<file path="config.mk">
export PLATFORM = sky130hd
export DESIGN_NAME = irq_priority_ctrl
export DESIGN_NICKNAME = d
export VERILOG_FILES = /design/src/rtl/irq_priority_ctrl.sv
export SDC_FILE = /design/constraint.sdc
export NUM_CORES = 1
export LEC_CHECK = 0
export ABC_AREA = 1
export BUFFER_PORTS_ARGS = -buffer_cell sky130_fd_sc_hd__buf_2
export CAP_MARGIN = 25
export CORE_ASPECT_RATIO = 0.75
export CORE_MARGIN = 3
export CORE_UTILIZATION = 25
export CTS_BUF_LIST = sky130_fd_sc_hd__clkbuf_8
export DETAILED_ROUTE_END_ITERATION = 12
export GPL_TIMING_DRIVEN = 0
export HOLD_SLACK_MARGIN = 0.1
export SLEW_MARGIN = 20
export SYNTH_ARGS = -nofsm -noshare
export SYNTH_HDL_FRONTEND = slang
export SYNTH_SLANG_ARGS = --single-unit
</file>
<file path="constraint.sdc">
create_clock -name clk -period 6.3 [get_ports clk]
set_input_delay 0 -clock clk [delete_from_list [all_inputs] [get_ports clk]]
set_output_delay 0 -clock clk [all_outputs]
set_load 0.05 [all_outputs]
</file>
<file path="src/rtl/irq_priority_ctrl.sv">
// Six-line prioritized interrupt controller: edge-captured requests, software mask,
// nested in-service tracking and vectored acknowledge toward the CPU.
module irq_priority_ctrl #(
    parameter logic [7:0] VEC_BASE = 8'h20,
    parameter logic [7:0] SPUR_OFS = 8'd7
) (
    input  logic       clk,
    input  logic       reset,
    input  logic [5:0] irq,
    input  logic       imr_we,
    input  logic [5:0] imr_din,
    input  logic       inta,
    input  logic       eoi,
    output logic       int_req,
    output logic [7:0] vector,
    output logic       vec_valid,
    output logic [5:0] irr_o,
    output logic [5:0] isr_o,
    output logic [5:0] imr_o
);

    typedef enum logic [1:0] {
        IDLE = 2'd0,
        REQ  = 2'd1,
        ACK  = 2'd2
    } state_t;

    // Index of the highest-priority (lowest-index) set bit; 0 when none is set.
    function automatic logic [2:0] prio_idx(input logic [5:0] v);
        logic [2:0] idx;
        idx = 3'd0;
        for (int i = 5; i >= 0; i--) begin
            if (v[i]) begin
                idx = 3'(i);
            end
        end
        return idx;
    endfunction

    state_t     state_r, state_nx_s;
    logic [5:0] irq_d_r, irr_r, isr_r, imr_r;
    logic [7:0] vector_r;
    logic       int_req_r, vec_valid_r;

    logic [5:0] edge_s, pending_s, isr_eoi_s, grant_mask_s;
    logic [2:0] top_pend_s, top_isr_s, top_isr_eoi_s;
    logic       elig_cur_s, elig_ack_s, grant_s, spur_s;

    // Pending/in-service priority resolution; the ack compare sees isr after eoi retirement.
    always_comb begin
        edge_s        = irq & ~irq_d_r;
        pending_s     = irr_r & ~imr_r;
        top_pend_s    = prio_idx(pending_s);
        top_isr_s     = prio_idx(isr_r);
        if (eoi && (isr_r != 6'd0)) begin
            isr_eoi_s = isr_r & ~(6'b000001 << top_isr_s);
        end else begin
            isr_eoi_s = isr_r;
        end
        top_isr_eoi_s = prio_idx(isr_eoi_s);
        elig_cur_s    = (pending_s != 6'd0) &&
                        ((isr_r == 6'd0) || (top_pend_s < top_isr_s));
        elig_ack_s    = (pending_s != 6'd0) &&
                        ((isr_eoi_s == 6'd0) || (top_pend_s < top_isr_eoi_s));
    end

    // Next-state and acknowledge decisions.
    always_comb begin
        state_nx_s = state_r;
        grant_s    = 1'b0;
        spur_s     = 1'b0;
        case (state_r)
            IDLE: begin
                if (elig_cur_s) begin
                    state_nx_s = REQ;
                end else begin
                    state_nx_s = IDLE;
                end
            end
            REQ: begin
                if (inta) begin
                    grant_s    = elig_ack_s;
                    spur_s     = ~elig_ack_s;
                    state_nx_s = ACK;
                end else if (!elig_cur_s) begin
                    state_nx_s = IDLE;
                end else begin
                    state_nx_s = REQ;
                end
            end
            ACK:     state_nx_s = IDLE;
            default: state_nx_s = IDLE;
        endcase
        if (grant_s) begin
            grant_mask_s = 6'b000001 << top_pend_s;
        end else begin
            grant_mask_s = 6'd0;
        end
    end

    // State, request/service/mask registers and registered outputs.
    always_ff @(posedge clk or posedge reset) begin
        if (reset) begin
            state_r     <= IDLE;
            irq_d_r     <= 6'd0;
            irr_r       <= 6'd0;
            isr_r       <= 6'd0;
            imr_r       <= 6'b111111;
            vector_r    <= 8'd0;
            int_req_r   <= 1'b0;
            vec_valid_r <= 1'b0;
        end else begin
            state_r     <= state_nx_s;
            irq_d_r     <= irq;
            // A fresh edge on the line being acked re-pends it.
            irr_r       <= (irr_r & ~grant_mask_s) | edge_s;
            isr_r       <= isr_eoi_s | grant_mask_s;
            imr_r       <= imr_we ? imr_din : imr_r;
            if (grant_s) begin
                vector_r <= VEC_BASE + {5'd0, top_pend_s};
            end else if (spur_s) begin
                vector_r <= VEC_BASE + SPUR_OFS;
            end else begin
                vector_r <= vector_r;
            end
            int_req_r   <= (state_nx_s == REQ);
            vec_valid_r <= (state_nx_s == ACK);
        end
    end

    assign int_req   = int_req_r;
    assign vector    = vector_r;
    assign vec_valid = vec_valid_r;
    assign irr_o     = irr_r;
    assign isr_o     = isr_r;
    assign imr_o     = imr_r;

endmodule

</file>
==> impl_metrics.yaml <==
floorplanning:
  die_height_um: 76.9
  ios: 45
  die-area_um2: 7720
  start_util_pct: 26.2
  core_um2: 6380
  rows: 25
  die_width_um: 100
critical_path:
  r2r-start: "isr_o[0]"
  cp_max_fo: 9
  slowest_stage: "dfrtp_1"
  end_kind: "register"
  critPathLaunchType: "register"
  crit_arrival_ns: 2.53
  critPathTopFamily: "simple AND/OR/NAND/NOR gates"
  cp.required_ns: 6.48
  crit_chain: "nor2_4, nand2_1, o21ai_1, nand2_1, nor2_2, nand2_1, ha_1, a21oi_1, nand2_2, nand2_4, nand3_2, nand2_1, nand2_1"
  worst_setup_path_startpoint: "isr_o[0]"
  path_depth: 13
  r2r_cells: 13
  crit_type: "register to register"
  max_stage_delay_ns: 0.46
  cp_common_cell: "nand2_1"
  path_buf_inv: 0
grt:
  grt_pass1_vias: 1336
  grt_max_degree: 33
  antenna_found_initial: 0
  grt_usage_pct: 9.62
  grt_pass1_wl_mm: 5.97
  gr-total-overflow: 0
sta:
  setup_viol: 0
  fin_tns_setup_ns: 0
  maxSlewViolCount: 0
  period_needed_ns: 2.35
  period_share_pct: 37.3
  grt_setup_unrepaired: "no"
  fmax_mhz: 426
  worst_pin_slew_ns: 0.662
  finalHoldViolCount: 0
  clock_skew_ns: 0.00839
  max_slew_margin_pct: 55.8
route:
  drc_errors: 0
  vias: 1399
  drt-pass1-iter-count: 5
  first_iter_violations: 31
  final_antenna_net_count: 0
  routed_via_density: 3.96
  drt-total-wl_mm: 3.63
  avgRoutedWirePerCell_um: 10.3
clock_tree:
  ctsResizeCount: 0
  clock_sinks: 32
  cts-root-buf: "clkbuf_8"
  cts_max_level: 2
  clk_latency_ns: 0.28
  cts_inserted_buffers: 5
  cts.path.max_buffers: 2
  clk_pin_slew_worst_paths_ns: 0.07
  post_cts_buffers: 0
  cts_tree: "done"
power_and_ir_drop:
  power.density_nw_per_um2: 426
  p_sw_share_pct: 45.6
  p_int_mw: 0.526
  irDropWorstVdd_v: 0.000138
  leakage_nw: 1.24
  p_comb_share_pct: 48.5
  pwr-share-seq_pct: 29.6
  clockPowerShare_pct: 22.0
  switching_power_mw: 0.442
yosys:
  seq_area_frac_synth_pct: 48.3
  synth_area_per_cell_um2: 8.17
  synth_area_leaders: "dfrtp_1 (39%), nand2_1 (15%), dfstp_2 (9.4%)"
  yosys.area.top_type: "dfrtp_1"
  syn_area_um2: 1670
  syn_inst: 205
  synth.top_cell.area_share_pct: 38.9
  ys_types: 23
  yosysWarningCount: 0
  ys_ff_latch: 32
job:
  max_cap_violations: 0
cells_and_area:
  drive_above_1_share_pct: 30.1
  layout.nets: 292
  postLayoutCoreUtil_pct: 35.6
  n_antenna_cell: 0
  area_growth_syn_to_layout_pct: 35.8
  fin_cells: 353
placed_design:
  dp_hpwl_mm: 2.89
  gp_congestion: 0.832
  place.port_buffers: 40
  dp_cells: 329
worst_hold_path:
  min_path_type: "input port to asynchronous set/reset pin"
run_status:
  status: "complete, no violations"
path summary, 6_finish.rpt:
path / endpoint / slack (ns)
min in group clk: irq_d_r[4] / 0.37
worst max-delay path: irr_o[5] / 3.95
worst min-delay path: irr_o[5] / 0.35
worst min register to register: vector[5] / 0.47
worst max register to register: irr_o[5] / 3.95
max in group asynchronous: irr_o[3] / 5.50
power by group through the flow:
| stage | sequential, mW | combinational, mW | clock (mW) |
|---|---|---|---|
| 2_1_floorplan | 0.417 | 0.242 | 0 |
| 4_1_cts | 0.287 | 0.476 | 0.219 |
| 6_report | 0.286 | 0.469 | 0.213 |
| 3_3_place_gp | 0.289 | 0.459 | 0 |
| 5_1_grt | 0.293 | 0.516 | 0.227 |
| 3_5_place_dp | 0.290 | 0.466 | 0 |
through the flow:
stage,hold slack (ns),setup WS (ns),power (mW),area (µm²)
after floorplan,0.0314,3.94,0.659,1690
after global placement,0.123,4.02,0.747,1990
after detailed placement,0.124,3.96,0.756,1990
after CTS,0.359,3.96,0.981,2270
after global routing,0.372,3.73,1.04,2270
final,0.353,3.95,0.968,2270
layout by cell type (no fill, tap or decap), types with 4 or more instances in the layout:
cell,n
nand2_2,4
o21ai_0,8
nand2_1,69
clkbuf_8,7
conb_1,4
nand3_2,7
dfrtp_1,26
buf_2,40
o21ai_1,4
or2_2,4
nor2_1,10
nand3_1,6
dfstp_2,6
buf_4,4
inv_1,36
a21oi_1,4
ha_1,4
dlygate4sd3_1,16
cells in the mapped netlist:
| cell | number |
|---|---|
| nor2_2 | 1 |
| nand2_4 | 1 |
| conb_1 | 1 |
| a211oi_1 | 2 |
| nand4_2 | 1 |
| or2_2 | 4 |
| ha_1 | 4 |
| dfrtp_1 | 26 |
| nor2_4 | 3 |
| dfstp_2 | 6 |
| nor3_4 | 1 |
| clkbuf_1 | 1 |
| nand3_1 | 6 |
| nand2_2 | 4 |
| nand3_2 | 7 |
| inv_1 | 37 |
| buf_4 | 4 |
| o21ai_0 | 8 |
| o21ai_1 | 4 |
| nand3_4 | 1 |
| nand2_1 | 69 |
| a21oi_1 | 4 |
| nor2_1 | 10 |
routing by layer:
metal	GRT usage, %	vias up	share of wire, %
met5	0	-	0
met4	2.02	0	0.52
met3	3.91	4	8.5
met2	13.4	41	39
met1	13.9	608	52
li1	-	746	-
sequential cells by signal, summed over array words and instances (netlist names):
register,cells
imr_o,6
int_req,1
irq_d_r,6
irr_o,6
isr_o,6
state_r,2
vec_valid,1
vector,4
final cells by class:
type | instances | area [µm²]
fillers | 684 | 4110
flip-flops and latches | 32 | 808
multi-input cells | 134 | 704
repair buffers | 56 | 360
inverters | 37 | 139
well taps | 81 | 101
clock buffers | 7 | 96.3
plain buffers | 5 | 33.8
clock inverters | 1 | 30.0
logic make-up (layout without fill, tap and decap cells):
| logic type | after synthesis | count (layout) | share of synthesized area [%] |
|---|---|---|---|
| AND/OR/NAND/NOR | 108 | 108 | 32.5 |
| buffers and inverters | 42 | 106 | 10.3 |
| flip-flops | 32 | 32 | 48.3 |
| AO/OA/AOI/OAI | 18 | 18 | 5.68 |
| adder cells (fa/ha/maj) | 4 | 4 | 2.99 |
| other | 1 | 4 | 0.224 |
tightest hold or removal path, stage by stage:
cell and delay (ns):
dlygate4sd3_1 0.53, buf_2 0.12, inv_2 0.48
repair_timing:
item | in CTS | in global routing
hold buffers | 16 | 0
setup endpoints to repair | 0 | 0
endpoints found under the hold margin | 47 | 0
(Power assumes the default switching activity.)
